--- src/rtl/fifo_pkg.sv ---
// -----------------------------------------------------------------------------
// fifo_pkg
// Shared types and helpers for the dual-clock FIFO write side.
//   state_t    : write scheduler ownership state (IDLE / OWN)
//   bin2gray   : binary -> Gray conversion
//   gray2bin   : Gray -> binary conversion
//   gray_full  : full test between a write and a read Gray pointer
// The helpers take operands zero-extended to GRAY_MAX_W bits, so they work for
// any pointer width up to GRAY_MAX_W; callers cast the result back down.
// -----------------------------------------------------------------------------
package fifo_pkg;

    localparam int GRAY_MAX_W = 16;

    typedef enum logic {
        IDLE = 1'b0,
        OWN  = 1'b1
    } state_t;

    function automatic logic [GRAY_MAX_W-1:0] bin2gray(input logic [GRAY_MAX_W-1:0] bin);
        return bin ^ (bin >> 1);
    endfunction

    function automatic logic [GRAY_MAX_W-1:0] gray2bin(input logic [GRAY_MAX_W-1:0] gray);
        logic [GRAY_MAX_W-1:0] bin;
        bin[GRAY_MAX_W-1] = gray[GRAY_MAX_W-1];
        for (int i = GRAY_MAX_W - 2; i >= 0; i--) begin
            bin[i] = bin[i+1] ^ gray[i];
        end
        return bin;
    endfunction

    // Full when the write pointer is exactly one lap ahead of the read pointer.
    // In Gray code that is: top two bits inverted, the rest equal.
    function automatic logic gray_full(input logic [GRAY_MAX_W-1:0] wr_gray,
                                       input logic [GRAY_MAX_W-1:0] rd_gray,
                                       input int                    addr_w);
        logic [GRAY_MAX_W-1:0] mask;
        mask = GRAY_MAX_W'(3) << (addr_w - 1);
        return (wr_gray ^ rd_gray) == mask;
    endfunction

endpackage

--- src/rtl/fifo_wr_sched_rr_arbiter.sv ---
// -----------------------------------------------------------------------------
// rr_arbiter
// Combinational round-robin pick: grants the first requester at or after
// last+1 (modulo NREQ), so 'last' always has the lowest priority.
//   req    in  NREQ   request vector
//   last   in  IDX_W  index that gets lowest priority
//   enable in  1      when low, no grant is produced
//   gnt    out NREQ   one-hot grant (zero when nothing granted)
//   idx    out IDX_W  index of the granted requester (0 when nothing granted)
// -----------------------------------------------------------------------------
module rr_arbiter #(
    parameter int NREQ  = 3,
    parameter int IDX_W = $clog2(NREQ)
) (
    input  logic [NREQ-1:0]  req,
    input  logic [IDX_W-1:0] last,
    input  logic             enable,
    output logic [NREQ-1:0]  gnt,
    output logic [IDX_W-1:0] idx
);

    logic [IDX_W-1:0] pos;

    // NOTE: every variable written here gets a default first, so no path
    // leaves it unassigned and no latch is inferred.
    always_comb begin
        gnt = '0;
        idx = '0;
        pos = '0;
        if (enable) begin
            // Walk from the farthest candidate towards last+1; the final hit
            // overwrites earlier ones, so the nearest requester wins.
            for (int k = NREQ; k >= 1; k--) begin
                pos = IDX_W'((int'(last) + k) % NREQ);
                if (req[pos]) begin
                    gnt = NREQ'(1) << pos;
                    idx = pos;
                end
            end
        end
    end

endmodule

--- src/rtl/fifo_wr_sched.sv ---
// -----------------------------------------------------------------------------
// fifo_wr_sched
// Write-side scheduler of the dual-clock FIFO. Shares the single write port
// among NREQ producers with round-robin and bounded bursts, owns the write
// pointer (binary + Gray) and derives full / almost_full / level against the
// synchronized read pointer.
//   clk              in   write-domain clock
//   rst              in   synchronous reset, active-high
//   req              in   NREQ         producer i has valid data
//   data             in   NREQ*DATA_W  producer i data at [i*DATA_W +: DATA_W]
//   gnt              out  NREQ         one-hot; accept on req[i]&gnt[i]
//   rd_ptr_gray_sync in   ADDR_W+1     read pointer (Gray), synchronized to clk
//   wr_en            out  memory write strobe (one cycle after accept)
//   wr_addr          out  ADDR_W       memory write address
//   wr_data          out  DATA_W       memory write data
//   wr_ptr_gray      out  ADDR_W+1     registered Gray write pointer
//   full             out  FIFO full
//   almost_full      out  level >= depth - AF_MARGIN
//   wr_level         out  ADDR_W+1     fill level seen from the write side
// -----------------------------------------------------------------------------
module fifo_wr_sched
    import fifo_pkg::*;
#(
    parameter int ADDR_W    = 3,
    parameter int DATA_W    = 8,
    parameter int NREQ      = 3,
    parameter int MAX_BURST = 4,
    parameter int AF_MARGIN = 2
) (
    input  logic                   clk,
    input  logic                   rst,
    input  logic [NREQ-1:0]        req,
    input  logic [NREQ*DATA_W-1:0] data,
    output logic [NREQ-1:0]        gnt,
    input  logic [ADDR_W:0]        rd_ptr_gray_sync,
    output logic                   wr_en,
    output logic [ADDR_W-1:0]      wr_addr,
    output logic [DATA_W-1:0]      wr_data,
    output logic [ADDR_W:0]        wr_ptr_gray,
    output logic                   full,
    output logic                   almost_full,
    output logic [ADDR_W:0]        wr_level
);

    localparam int DEPTH = 2 ** ADDR_W;
    localparam int PTR_W = ADDR_W + 1;
    localparam int IDX_W = $clog2(NREQ);
    localparam int CNT_W = $clog2(MAX_BURST + 1);

    state_t           state, state_nxt;
    logic [IDX_W-1:0] owner, owner_nxt;
    logic [IDX_W-1:0] last, last_nxt;
    logic [CNT_W-1:0] burst_cnt, burst_nxt;
    logic [PTR_W-1:0] wr_ptr_bin, wr_ptr_bin_inc, rd_ptr_bin;

    logic             owner_req, arb_enable, accept;
    logic [IDX_W-1:0] arb_last, arb_idx, sel_idx;
    logic [NREQ-1:0]  arb_gnt;

    // Status: purely from registers and the synchronized read pointer. A stale
    // read pointer only makes the level look higher, never lower.
    always_comb begin
        rd_ptr_bin     = PTR_W'(gray2bin(GRAY_MAX_W'(rd_ptr_gray_sync)));
        wr_ptr_bin_inc = wr_ptr_bin + 1'b1;
        wr_level       = wr_ptr_bin - rd_ptr_bin;
        full           = gray_full(GRAY_MAX_W'(wr_ptr_gray), GRAY_MAX_W'(rd_ptr_gray_sync), ADDR_W);
        almost_full    = wr_level >= PTR_W'(DEPTH - AF_MARGIN);
    end

    // The owner keeps the port while it requests; otherwise arbitrate, and a
    // releasing owner is treated as 'last' so the handover costs no bubble.
    assign owner_req  = (state == OWN) && req[owner];
    assign arb_last   = (state == OWN) ? owner : last;
    assign arb_enable = !rst && !full && !owner_req;

    rr_arbiter #(
        .NREQ  (NREQ),
        .IDX_W (IDX_W)
    ) u_arb (
        .req    (req),
        .last   (arb_last),
        .enable (arb_enable),
        .gnt    (arb_gnt),
        .idx    (arb_idx)
    );

    always_comb begin
        gnt     = arb_gnt;
        sel_idx = owner_req ? owner : arb_idx;
        if (owner_req && !rst && !full) begin
            gnt = NREQ'(1) << owner;
        end
        accept = |(req & gnt);
    end

    always_comb begin
        state_nxt = state;
        owner_nxt = owner;
        last_nxt  = last;
        burst_nxt = burst_cnt;
        if (state == OWN && !req[owner]) begin
            last_nxt  = owner;
            state_nxt = IDLE;
        end
        if (accept) begin
            if (owner_req) begin
                burst_nxt = burst_cnt + 1'b1;
                if (burst_cnt == CNT_W'(MAX_BURST - 1)) begin
                    last_nxt  = owner;
                    state_nxt = IDLE;
                end
            end else begin
                owner_nxt = arb_idx;
                burst_nxt = CNT_W'(1);
                if (MAX_BURST == 1) begin
                    last_nxt  = arb_idx;
                    state_nxt = IDLE;
                end else begin
                    state_nxt = OWN;
                end
            end
        end
    end

    // NOTE: sequential state uses non-blocking assignments so every register
    // samples the pre-edge values regardless of statement order.
    always_ff @(posedge clk) begin
        if (rst) begin
            state       <= IDLE;
            owner       <= '0;
            last        <= IDX_W'(NREQ - 1);
            burst_cnt   <= '0;
            wr_ptr_bin  <= '0;
            wr_ptr_gray <= '0;
            wr_en       <= 1'b0;
            wr_addr     <= '0;
            wr_data     <= '0;
        end else begin
            state     <= state_nxt;
            owner     <= owner_nxt;
            last      <= last_nxt;
            burst_cnt <= burst_nxt;
            wr_en     <= accept;
            if (accept) begin
                wr_ptr_bin  <= wr_ptr_bin_inc;
                wr_ptr_gray <= PTR_W'(bin2gray(GRAY_MAX_W'(wr_ptr_bin_inc)));
                wr_addr     <= wr_ptr_bin[ADDR_W-1:0];
                wr_data     <= data[sel_idx*DATA_W +: DATA_W];
            end
        end
    end

endmodule
--- config.mk ---
export PLATFORM = sky130hd
export DESIGN_NAME = fifo_wr_sched
export DESIGN_NICKNAME = d
export VERILOG_FILES = /design/src/rtl/fifo_pkg.sv /design/src/rtl/fifo_wr_sched_rr_arbiter.sv /design/src/rtl/fifo_wr_sched.sv
export SDC_FILE = /design/constraint.sdc
export NUM_CORES = 1
export LEC_CHECK = 0
export ABC_AREA = 1
export BUFFER_PORTS_ARGS = -buffer_cell sky130_fd_sc_hd__buf_2
export CELL_PAD_IN_SITES_DETAIL_PLACEMENT = 1
export CELL_PAD_IN_SITES_GLOBAL_PLACEMENT = 1
export CORE_MARGIN = 3
export CORE_UTILIZATION = 36
export DETAILED_ROUTE_END_ITERATION = 7
export PLACE_DENSITY_LB_ADDON = 0.1
export SETUP_SLACK_MARGIN = 0.1
export SYNTH_ARGS = -nofsm -noshare
export SYNTH_HDL_FRONTEND = slang
export SYNTH_SLANG_ARGS = --single-unit
--- constraint.sdc ---
create_clock -name clk -period 3.3 [get_ports clk]
set_input_delay 0.165 -clock clk [delete_from_list [all_inputs] [get_ports clk]]
set_output_delay 0.165 -clock clk [all_outputs]
set_load 0.03 [all_outputs]
==> flow_summary.yaml, run 1 <==
run_status:
  outcome: "finished clean"
cells_and_area:
  insertedDiodeCount: 0
  drive_above_1_share_pct: 19.6
  fin_util_pct: 45.1
  instances_no_fill: 491
  syn_to_final_growth_pct: 17.9
  fin_nets: 464
drt:
  firstDrtPassIters: 4
  ant_nets: 0
  drt_iter0_drc: 71
  drt-total-wl_um: 6170
  num_vias: 2364
  via_per_inst: 4.81
  wire_per_inst_um: 12.6
  drc: 0
clocking:
  clockRootBuffer: "clkbuf_8"
  post_cts_buffers: 0
  cts_tree: "done"
  ctsHtreeMaxLevel: 1
  cts_buffers: 3
  clockBufferDepth: 2
  postCtsHoldBufs: 0
  clkSlewWorstSetupHoldPaths_ns: 0.10
  insertion_delay_ns: 0.28
  cts.sinks: 27
grt:
  overflow: 0
  grt_pass1_wl_um: 10700
  grt_usage_pct: 18.0
  grt_max_degree: 24
  grt_pass1_vias: 2360
  antenna_found_initial: 0
placed_design:
  place_worst_setup_slack_ns: 0.378
  post-dp-hpwl_um: 4900
  port_buffers: 57
  dpl.cell_count: 487
  place.gp.congestion: 0.889
sta:
  finalCritPeriodShare_pct: 90.0
  rsz0062_at_grt: "yes"
  drv_slew: 0
  worst_slack_ns: 0.332
  period_needed_ns: 2.97
  setup_viol: 0
  relSlewSlack_pct: 74.6
  hold_viol_final: 0
  fmax_ghz: 0.337
  worstMarginPinSlew_ns: 0.377
  fin_tns_setup_ns: 0
  skew_ns: 0.0113
worst_hold_path:
  hold_end: "wr_ptr_gray[0]$_SDFFE_PP0P_"
  hold_class: "in -> reg"
  whs_path_depth: 2
  hold_start: "rst"
power:
  powerDensity_mw_per_mm2: 1030
  p_leak_nw: 1.45
  ir_worst_vdd_mv: 0.358
logic_synthesis:
  synthCells: 366
  async_flop_share_pct: 0
  synth_ff_type: "dfxtp_1"
  avgSynthCellArea_um2: 5.93
  synth_warnings: 0
  ys_ff_latch: 27
  netlist_area_mm2: 0.00217
  synth_seq_area_share_pct: 24.9
  synth_edf_count: 0
  synth.distinct_cells: 29
  syn_nets: 410
worst_setup_path:
  worstPathArrival_ns: 2.80
  r2r-end: "wr_addr[1]$_SDFFE_PP0P_"
  reg2reg_depth: 18
  start_kind: "register"
  reg2reg_setup_slack_ns: 0.56
  reg2reg_from: "state$_SDFF_PP0_"
  end_kind: "output port"
  crit_type: "reg -> out"
  worstPathMaxFanout: 23
  cp.required_ns: 3.13
floorplan:
  io_pins: 58
  core_region_area_mm2: 0.00568
  rows: 27
  die_area_mm2: 0.00700
  die_w_um: 83.7
  die_y_um: 83.7
  start_util_pct: 38.3
job:
  max_cap_viol_count: 0
[stage by stage]
step / hold slack [ns] / total power [mW] / instance area (um2)
floorplan: 0.376 / 2.03 / 2170
global placement: 0.462 / 2.40 / 2500
detailed placement: 0.470 / 2.44 / 2500
CTS: 0.161 / 2.64 / 2550
global route: 0.169 / 2.95 / 2560
finish: 0.171 / 2.63 / 2560
[synth_stat cells (2+ instances only)]
cell type,n,share of area (%)
nor2_2,2,0.58
nor2_4,2,1.0
nand4_1,21,6.0
xnor2_1,3,1.2
buf_6,2,1.0
buf_4,2,0.69
dfxtp_1,27,25
buf_2,8,1.8
o21ai_0,9,2.1
nand2_1,127,22
nor2_1,49,8.5
inv_2,4,0.69
nand3_1,16,3.7
ha_1,10,5.8
xor2_1,7,2.8
nand2_2,3,0.86
nand3_2,2,0.92
a21oi_1,10,2.3
inv_1,52,9.0
[critical path, cell delays in order, from the launching register on]
cell and delay [ns]:
dfxtp_1 0.38, o21ai_0 0.36, inv_1 0.11, ha_1 0.35
inv_1 0.13, nand3_1 0.13, nand2_1 0.12, nand2_1 0.06
nand2_1 0.05, nand2_1 0.04, nand2_1 0.13, nor2_2 0.06
nor2_4 0.12, buf_6 0.23, inv_1 0.06, buf_2 0.17
[area by class of cell]
type / count / area, um2
Inverter: 58 / 220
Sequential cell: 27 / 541
Timing Repair Buffer: 61 / 319
Multi-Input combinational cell: 269 / 1340
Tap cell: 72 / 90.1
Clock buffer: 3 / 41.3
Clock inverter: 1 / 7.51
Fill cell: 827 / 3120
[sequential cells by signal, indices dropped and copies added (netlist names)]
| name | cells |
|---|---|
| burst_cnt | 3 |
| wr_en | 1 |
| wr_ptr_gray | 4 |
| wr_data | 8 |
| wr_addr | 3 |
| owner | 2 |
| state | 1 |
| wr_ptr_bin | 3 |
| last | 2 |
[how the worst max path moves through the flow]
stage	from	endpoint	slack, ns
after floorplan	rd_ptr_gray_sync[2]	almost_full	0.78
after global placement	state$_SDFF_PP0_	wr_addr[1]$_SDFFE_PP0P_	0.56
after detailed placement	state$_SDFF_PP0_	burst_cnt[2]$_SDFFE_PP0P_	0.38
after CTS	state$_SDFF_PP0_	gnt[2]	0.27
after global routing	owner[1]$_SDFFE_PP0P_	gnt[2]	0.03
final	state$_SDFF_PP0_	gnt[2]	0.33
[metal layers]
layer | share of wire (%) | up-vias | global-route usage, % | wire, um
met3 | 3.3 | 2 | 3.26 | 201
met2 | 48 | 37 | 30.9 | 2990
met1 | 48 | 1092 | 24.0 | 2960
met4 | 0.23 | 0 | 2.05 | 14
met5 | 0 | - | 0 | 0
li1 | - | 1233 | - | -
[report_power, final]
part	internal [mW]	switching [mW]	leakage (nW)	total, mW
clock	0.0859	0.111	0.0217	0.197
sequential	0.426	0.0760	0.222	0.502
combinational	0.610	1.32	1.21	1.93
total	1.12	1.51	1.45	2.63
[logic make-up (layout without fill, tap and decap cells)]
family	after synthesis	after routing	share of synthesized area [%]
adders and majority gates	11	11	6.68
and+or+nand+nor	226	226	45.0
DFF	27	27	24.9
buffers and inverters	70	123	13.7
xor gates and xnor gates	10	10	4.03
AOI/OAI and AO/OA	22	22	5.70
[timing repair]
action | CTS | global route
endpoints found under the setup margin | 0 | 8
resized for setup | 0 | 2
hold endpoints to repair | 0 | 0
[cells in the final DEF (no fill, tap or decap)]
| master | netlist | final |
|---|---|---|
| o21ai_0 | 9 | 9 |
| nand3b_1 | 1 | 1 |
| nor2_1 | 49 | 49 |
| nand3_4 | 0 | 1 |
| or2_2 | 1 | 1 |
| nand2_2 | 3 | 3 |
| inv_4 | 1 | 1 |
| nand4_1 | 21 | 21 |
| xnor2_1 | 3 | 3 |
| inv_1 | 52 | 52 |
| a21o_1 | 1 | 1 |
| fa_1 | 1 | 1 |
| nand2_4 | 1 | 1 |
| buf_4 | 2 | 3 |
| o21ai_1 | 1 | 1 |
| nor2_2 | 2 | 2 |
| buf_2 | 8 | 57 |
| xor2_1 | 7 | 7 |
| nand2_1 | 127 | 127 |
| inv_2 | 4 | 4 |
| clkinv_1 | 1 | 1 |
| and2_1 | 1 | 1 |
| nor2_4 | 2 | 2 |
| nand3_2 | 2 | 1 |
| buf_6 | 2 | 1 |
| clkbuf_8 | 0 | 3 |
| clkinvlp_4 | 0 | 1 |
| o21ai_4 | 1 | 1 |
| dfxtp_1 | 27 | 27 |
| nand3_1 | 16 | 16 |
| a21oi_1 | 10 | 10 |
| ha_1 | 10 | 10 |
Power figures use the tool's default switching activity.
==> run 2, diff against run 1 <==
--- a/config.mk
+++ b/config.mk
@@ -12,6 +12,7 @@
 export CORE_MARGIN = 3
 export CORE_UTILIZATION = 36
 export DETAILED_ROUTE_END_ITERATION = 7
+export GPL_TIMING_DRIVEN = 0
 export PLACE_DENSITY_LB_ADDON = 0.1
 export SETUP_SLACK_MARGIN = 0.1
 export SYNTH_ARGS = -nofsm -noshare
==> constraint.sdc (replaced) <==
create_clock -name clk -period 3.3 [get_ports clk]
set_input_delay 0.825 -clock clk [delete_from_list [all_inputs] [get_ports clk]]
set_output_delay 0.825 -clock clk [all_outputs]
set_load 0.03 [all_outputs]
==> run 2 against run 1 <==
Net effect: the flow now finishes with violations (negative setup slack); sequential power grew 2%; total power grew 9.7%; highest routed layer unchanged; largest power group unchanged; die area is the same; first-iteration DRC count grew 8.5%.
==> flow_summary.yaml, run 2 (synthesis gave the netlist of run 1 again) <==
run_status:
  outcome: "complete, but fails checks"
  violations: "negative setup slack"
worst_setup_path:
  worstPathMaxFanout: 2
  critPathLaunch: "rd_ptr_gray_sync[2]"
  cp.required_ns: 2.47
  reg2reg_depth: 19
  crit_type: "in -> out"
  start_kind: "input pin"
  reg2reg_from: "owner[1]$_SDFFE_PP0P_"
  end_kind: "output port"
  worstPathArrival_ns: 2.72
cells_and_area:
  drive_above_1_share_pct: 26.4
  top_register: "wr_data"
  final_common_cell: "nand2_1"
  fin_util_pct: 49.0
  finalInstanceArea_mm2: 0.00278
  syn_to_final_growth_pct: 28.0
  multiInputGateArea_mm2: 0.00143
  largest_reg_flops: 8
  fin_nets: 477
  top_regs: "wr_data: 8 flops, wr_ptr_gray: 4 flops"
  insertedDiodeCount: 0
  final_cell_mix: "127 x nand2_1, 57 x buf_2, 49 x nor2_1, 48 x inv_1, 24 x dfxtp_1"
  fillers: 832
  seq_area_um2: 544
clocking:
  clockBufferDepth: 2
  cts_buffers: 3
  ctsHtreeMaxLevel: 1
  cts_tree: "done"
  insertion_delay_ns: 0.27
  clkSlewWorstSetupHoldPaths_ns: 0.09
  clockRootBuffer: "clkbuf_8"
  cts.sinks: 27
drt:
  wire_per_inst_um: 12.6
  drc: 0
  firstDrtPassIters: 4
  num_vias: 2432
  drt-total-wl_um: 6380
  drt_iter0_drc: 77
  via_per_inst: 4.83
  ant_nets: 0
worst_hold_path:
  hold_start: "burst_cnt[2]$_SDFFE_PP0P_"
  hold_class: "reg -> reg"
  whs_path_depth: 2
floorplan:
  start_util_pct: 38.3
  rows: 27
  die_area_mm2: 0.00700
  core_region_area_mm2: 0.00568
  io_pins: 58
  die_y_um: 83.7
  die_w_um: 83.7
grt:
  grt_usage_pct: 18.0
  antenna_found_initial: 0
  grt_max_degree: 16
  grt_pass1_wl_um: 10800
  grt_pass1_vias: 2407
  overflow: 0
sta:
  fmax_ghz: 0.282
  finalCritPeriodShare_pct: 107
  rsz0062_at_grt: "yes"
  skew_ns: 0.00245
  holdWs_ns: 0.497
  hold_viol_final: 0
  period_needed_ns: 3.54
  relSlewSlack_pct: 77.3
  setup_viol: 4
  worst_slack_ns: -0.243
  drv_slew: 0
  worstMarginPinSlew_ns: 0.340
placed_design:
  place_worst_setup_slack_ns: -0.342
  placed_area_mm2: 0.00261
  port_buffers: 56
  post-dp-hpwl_um: 5010
  place.gp.congestion: 0.753
power:
  p_leak_nw: 1.54
  power_mw: 2.88
  powerDensity_mw_per_mm2: 1040
  ir_worst_vdd_mv: 0.417
job:
  max_cap_viol_count: 0
[run 2: final timing paths]
path                               endpoint  slack [ns]
hold / removal    burst_cnt[2]$_SDFFE_PP0P_        0.50
setup reg to reg           state$_SDFF_PP0_        0.72
setup / recovery                almost_full       -0.24
hold reg to reg   burst_cnt[2]$_SDFFE_PP0P_        0.50
[run 2: stage by stage]
step / std cells / TNS, ns
global placement: 494 / -0.596
global route: 504 / -1.06
detailed placement: 494 / -0.826
CTS: 500 / -0.374
finish: 504 / -0.484
floorplan: 366 / -0.119
[run 2: layer usage]
metal / GRT usage [%] / part of all wire, %
met5: 0 / 0
met4: 0.877 / 0.24
met3: 2.67 / 2.9
met2: 33.0 / 50
met1: 23.4 / 47
[run 2: worst max-delay path: stages]
cell,delay (ns)
buf_8,0.11
xnor2_4,0.18
xor2_2,0.18
xor2_1,0.19
inv_1,0.08
ha_2,0.19
fa_2,0.55
clkinvlp_4,0.09
a21o_4,0.20
buf_6,0.13
[run 2: area by class of cell]
cell class	count	area share [%]
Multi-Input combinational cell	269	51.3
Sequential cell	27	19.6
Timing Repair Buffer	62	13.2
Inverter	58	8.06
Tap cell	72	3.24
Buffer	12	3.02
Clock buffer	3	1.49
Clock inverter	1	0.180
[run 2: timing repair]
| action | 4_1_cts | 5_1_grt |
|---|---|---|
| resized for setup | 20 | 9 |
| endpoints found under the setup margin | 7 | 7 |
| pin swaps | 5 | 5 |
| setup buffers | 2 | 4 |
| hold buffers | 0 | 0 |
[run 2: power breakdown]
part	internal, mW	switching, mW	total (mW)
combinational	0.799	1.38	2.18
sequential	0.429	0.0829	0.512
clock	0.0847	0.106	0.191
==> run 3, diff against run 2 <==
--- a/config.mk
+++ b/config.mk
@@ -15,6 +15,7 @@
 export GPL_TIMING_DRIVEN = 0
 export PLACE_DENSITY_LB_ADDON = 0.1
 export SETUP_SLACK_MARGIN = 0.1
+export SKIP_LAST_GASP = 1
 export SYNTH_ARGS = -nofsm -noshare
 export SYNTH_HDL_FRONTEND = slang
 export SYNTH_SLANG_ARGS = --single-unit
==> run 3 against run 2 <==
Net effect: count of clock-buffer cells in the layout stayed put; clock skew is the same; via count is the same; critical endpoint unchanged; largest power group unchanged; sequential power is essentially flat; cell count unchanged; total power decreased by 0.13%; critical path type unchanged; highest routed layer unchanged; worst hold slack is the same; the run still ends with negative setup slack left.
==> flow_summary.yaml, run 3 (synthesis gave the netlist of run 1 again) <==
sta:
  rsz0062_at_grt: "yes"
  drv_slew: 0
  finalCritPeriodShare_pct: 107
  hold_viol_final: 0
  worstMarginPinSlew_ns: 0.340
  setup_viol: 4
  worst_slack_ns: -0.243
  skew_ns: 0.00245
  fmax_ghz: 0.282
  relSlewSlack_pct: 77.3
  holdWs_ns: 0.497
  period_needed_ns: 3.54
power:
  ir_worst_vdd_mv: 0.417
  share_seq_of_total_power_pct: 17.8
  switchingPower_mw: 1.57
  p_int_mw: 1.31
  power_mw: 2.88
  power_frac_comb_pct: 75.6
  powerDensity_mw_per_mm2: 1040
  netSwitchingFraction_pct: 54.6
  p_leak_nw: 1.54
  clkPwrFrac_pct: 6.6
placed_design:
  post-dp-hpwl_um: 5010
  dpl.cell_count: 494
  place_worst_setup_slack_ns: -0.342
  port_buffers: 56
  place.gp.congestion: 0.753
  placed_area_mm2: 0.00261
cells_and_area:
  syn_to_final_growth_pct: 27.9
  final_common_cell: "nand2_1"
  finalInstanceArea_mm2: 0.00278
  final_cell_mix: "127 x nand2_1, 58 x buf_2, 49 x nor2_1, 48 x inv_1, 24 x dfxtp_1"
  top_register: "wr_data"
  instances_no_fill: 504
  drive_above_1_share_pct: 26.4
  insertedDiodeCount: 0
  largest_reg_flops: 8
  top_regs: "wr_data: 8 flops, wr_ptr_gray: 4 flops"
  fin_nets: 477
floorplan:
  io_pins: 58
  rows: 27
  die_area_mm2: 0.00700
  die_y_um: 83.7
  die_w_um: 83.7
  core_region_area_mm2: 0.00568
  start_util_pct: 38.3
clocking:
  cts.sinks: 27
  insertion_delay_ns: 0.27
  clockBufferDepth: 2
  cts_tree: "done"
  cts_buffers: 3
  postCtsHoldBufs: 0
  ctsHtreeMaxLevel: 1
  clkSlewWorstSetupHoldPaths_ns: 0.09
  clockRootBuffer: "clkbuf_8"
drt:
  wire_per_inst_um: 12.7
  drt_iter0_drc: 73
  firstDrtPassIters: 4
  drc: 0
  ant_nets: 0
  num_vias: 2432
  drt-total-wl_um: 6380
  via_per_inst: 4.83
worst_setup_path:
  end_kind: "output port"
  worstPathMaxFanout: 2
  worstPathArrival_ns: 2.72
  reg2reg_setup_slack_ns: 0.72
  crit_type: "in -> out"
  start_kind: "input pin"
  cp.required_ns: 2.47
grt:
  antenna_found_initial: 0
  grt_max_degree: 16
  grt_pass1_wl_um: 10800
  grt_pass1_vias: 2407
  grt_usage_pct: 18.0
  overflow: 0
  grt-busiest-layer: "met2"
  grt_use_met3_pct: 2.67
  use_met2_pct: 33.0
  globalRouteMet1Util_pct: 23.4
run_status:
  outcome: "complete, but fails checks"
  violations: "negative setup slack"
job:
  max_cap_viol_count: 0
worst_hold_path:
  hold_class: "reg -> reg"
==> run 3: changes by cell type in the layout (fill, tap and decap cells not counted) <==
| cell | change |
|---|---|
| buf_2 | +1 |
| clkbuf_4 | -1 |
==> run 3: critical path, cell delays in order <==
cell and delay (ns):
buf_8 0.11, xnor2_4 0.18, xor2_2 0.18, xor2_1 0.19, inv_1 0.08, ha_2 0.19, fa_2 0.55, clkinvlp_4 0.09
a21o_4 0.20, buf_6 0.13
==> run 3: per-layer routing <==
layer  share of wire, %  vias up
li1                   -     1259
met1                 47     1138
met2                 50       33
met3                2.9        2
met4               0.24        0
met5                  0        -
==> run 3: cell type report <==
type | count | area, um2
plain buffers | 12 | 83.8
multi-input cells | 269 | 1430
clock inverters | 1 | 5.00
flip-flops and latches | 27 | 544
repair buffers | 62 | 364
fillers | 832 | 2900
clock buffers | 3 | 41.3
inverters | 58 | 224
well taps | 72 | 90.1
==> run 3: path summary, 6_finish.rpt <==
| path | from | end | depth (start not counted) |
|---|---|---|---|
| hold reg to reg | burst_cnt[2]$_SDFFE_PP0P_ | burst_cnt[2]$_SDFFE_PP0P_ | 2 |
| hold / removal | burst_cnt[2]$_SDFFE_PP0P_ | burst_cnt[2]$_SDFFE_PP0P_ | 2 |
| setup / recovery | rd_ptr_gray_sync[2] | almost_full | 10 |
| setup reg to reg | owner[1]$_SDFFE_PP0P_ | state$_SDFF_PP0_ | 19 |
==> run 3: power groups by stage <==
stage / clock network (mW) / registers, mW / logic, mW
global placement: 0 / 0.508 / 2.02
detailed placement: 0 / 0.511 / 2.07
global route: 0.205 / 0.528 / 2.47
floorplan: 0 / 0.603 / 1.49
CTS: 0.197 / 0.509 / 2.16
finish: 0.191 / 0.512 / 2.18
==> run 3: per-stage QoR <==
step                      setup TNS (ns)  util [%]
after global routing               -1.07      48.9
after CTS                         -0.415      48.1
after floorplan                   -0.119         -
after global placement            -0.596      46.0
after detailed placement          -0.826      46.0
final                             -0.491      48.9
==> run 3: timing repair <==
action / CTS / global route
pin swaps: 5 / 5
gates cloned: 0 / 0
setup endpoints to repair: 7 / 7
buffers inserted: 2 / 4
resized for setup: 19 / 9
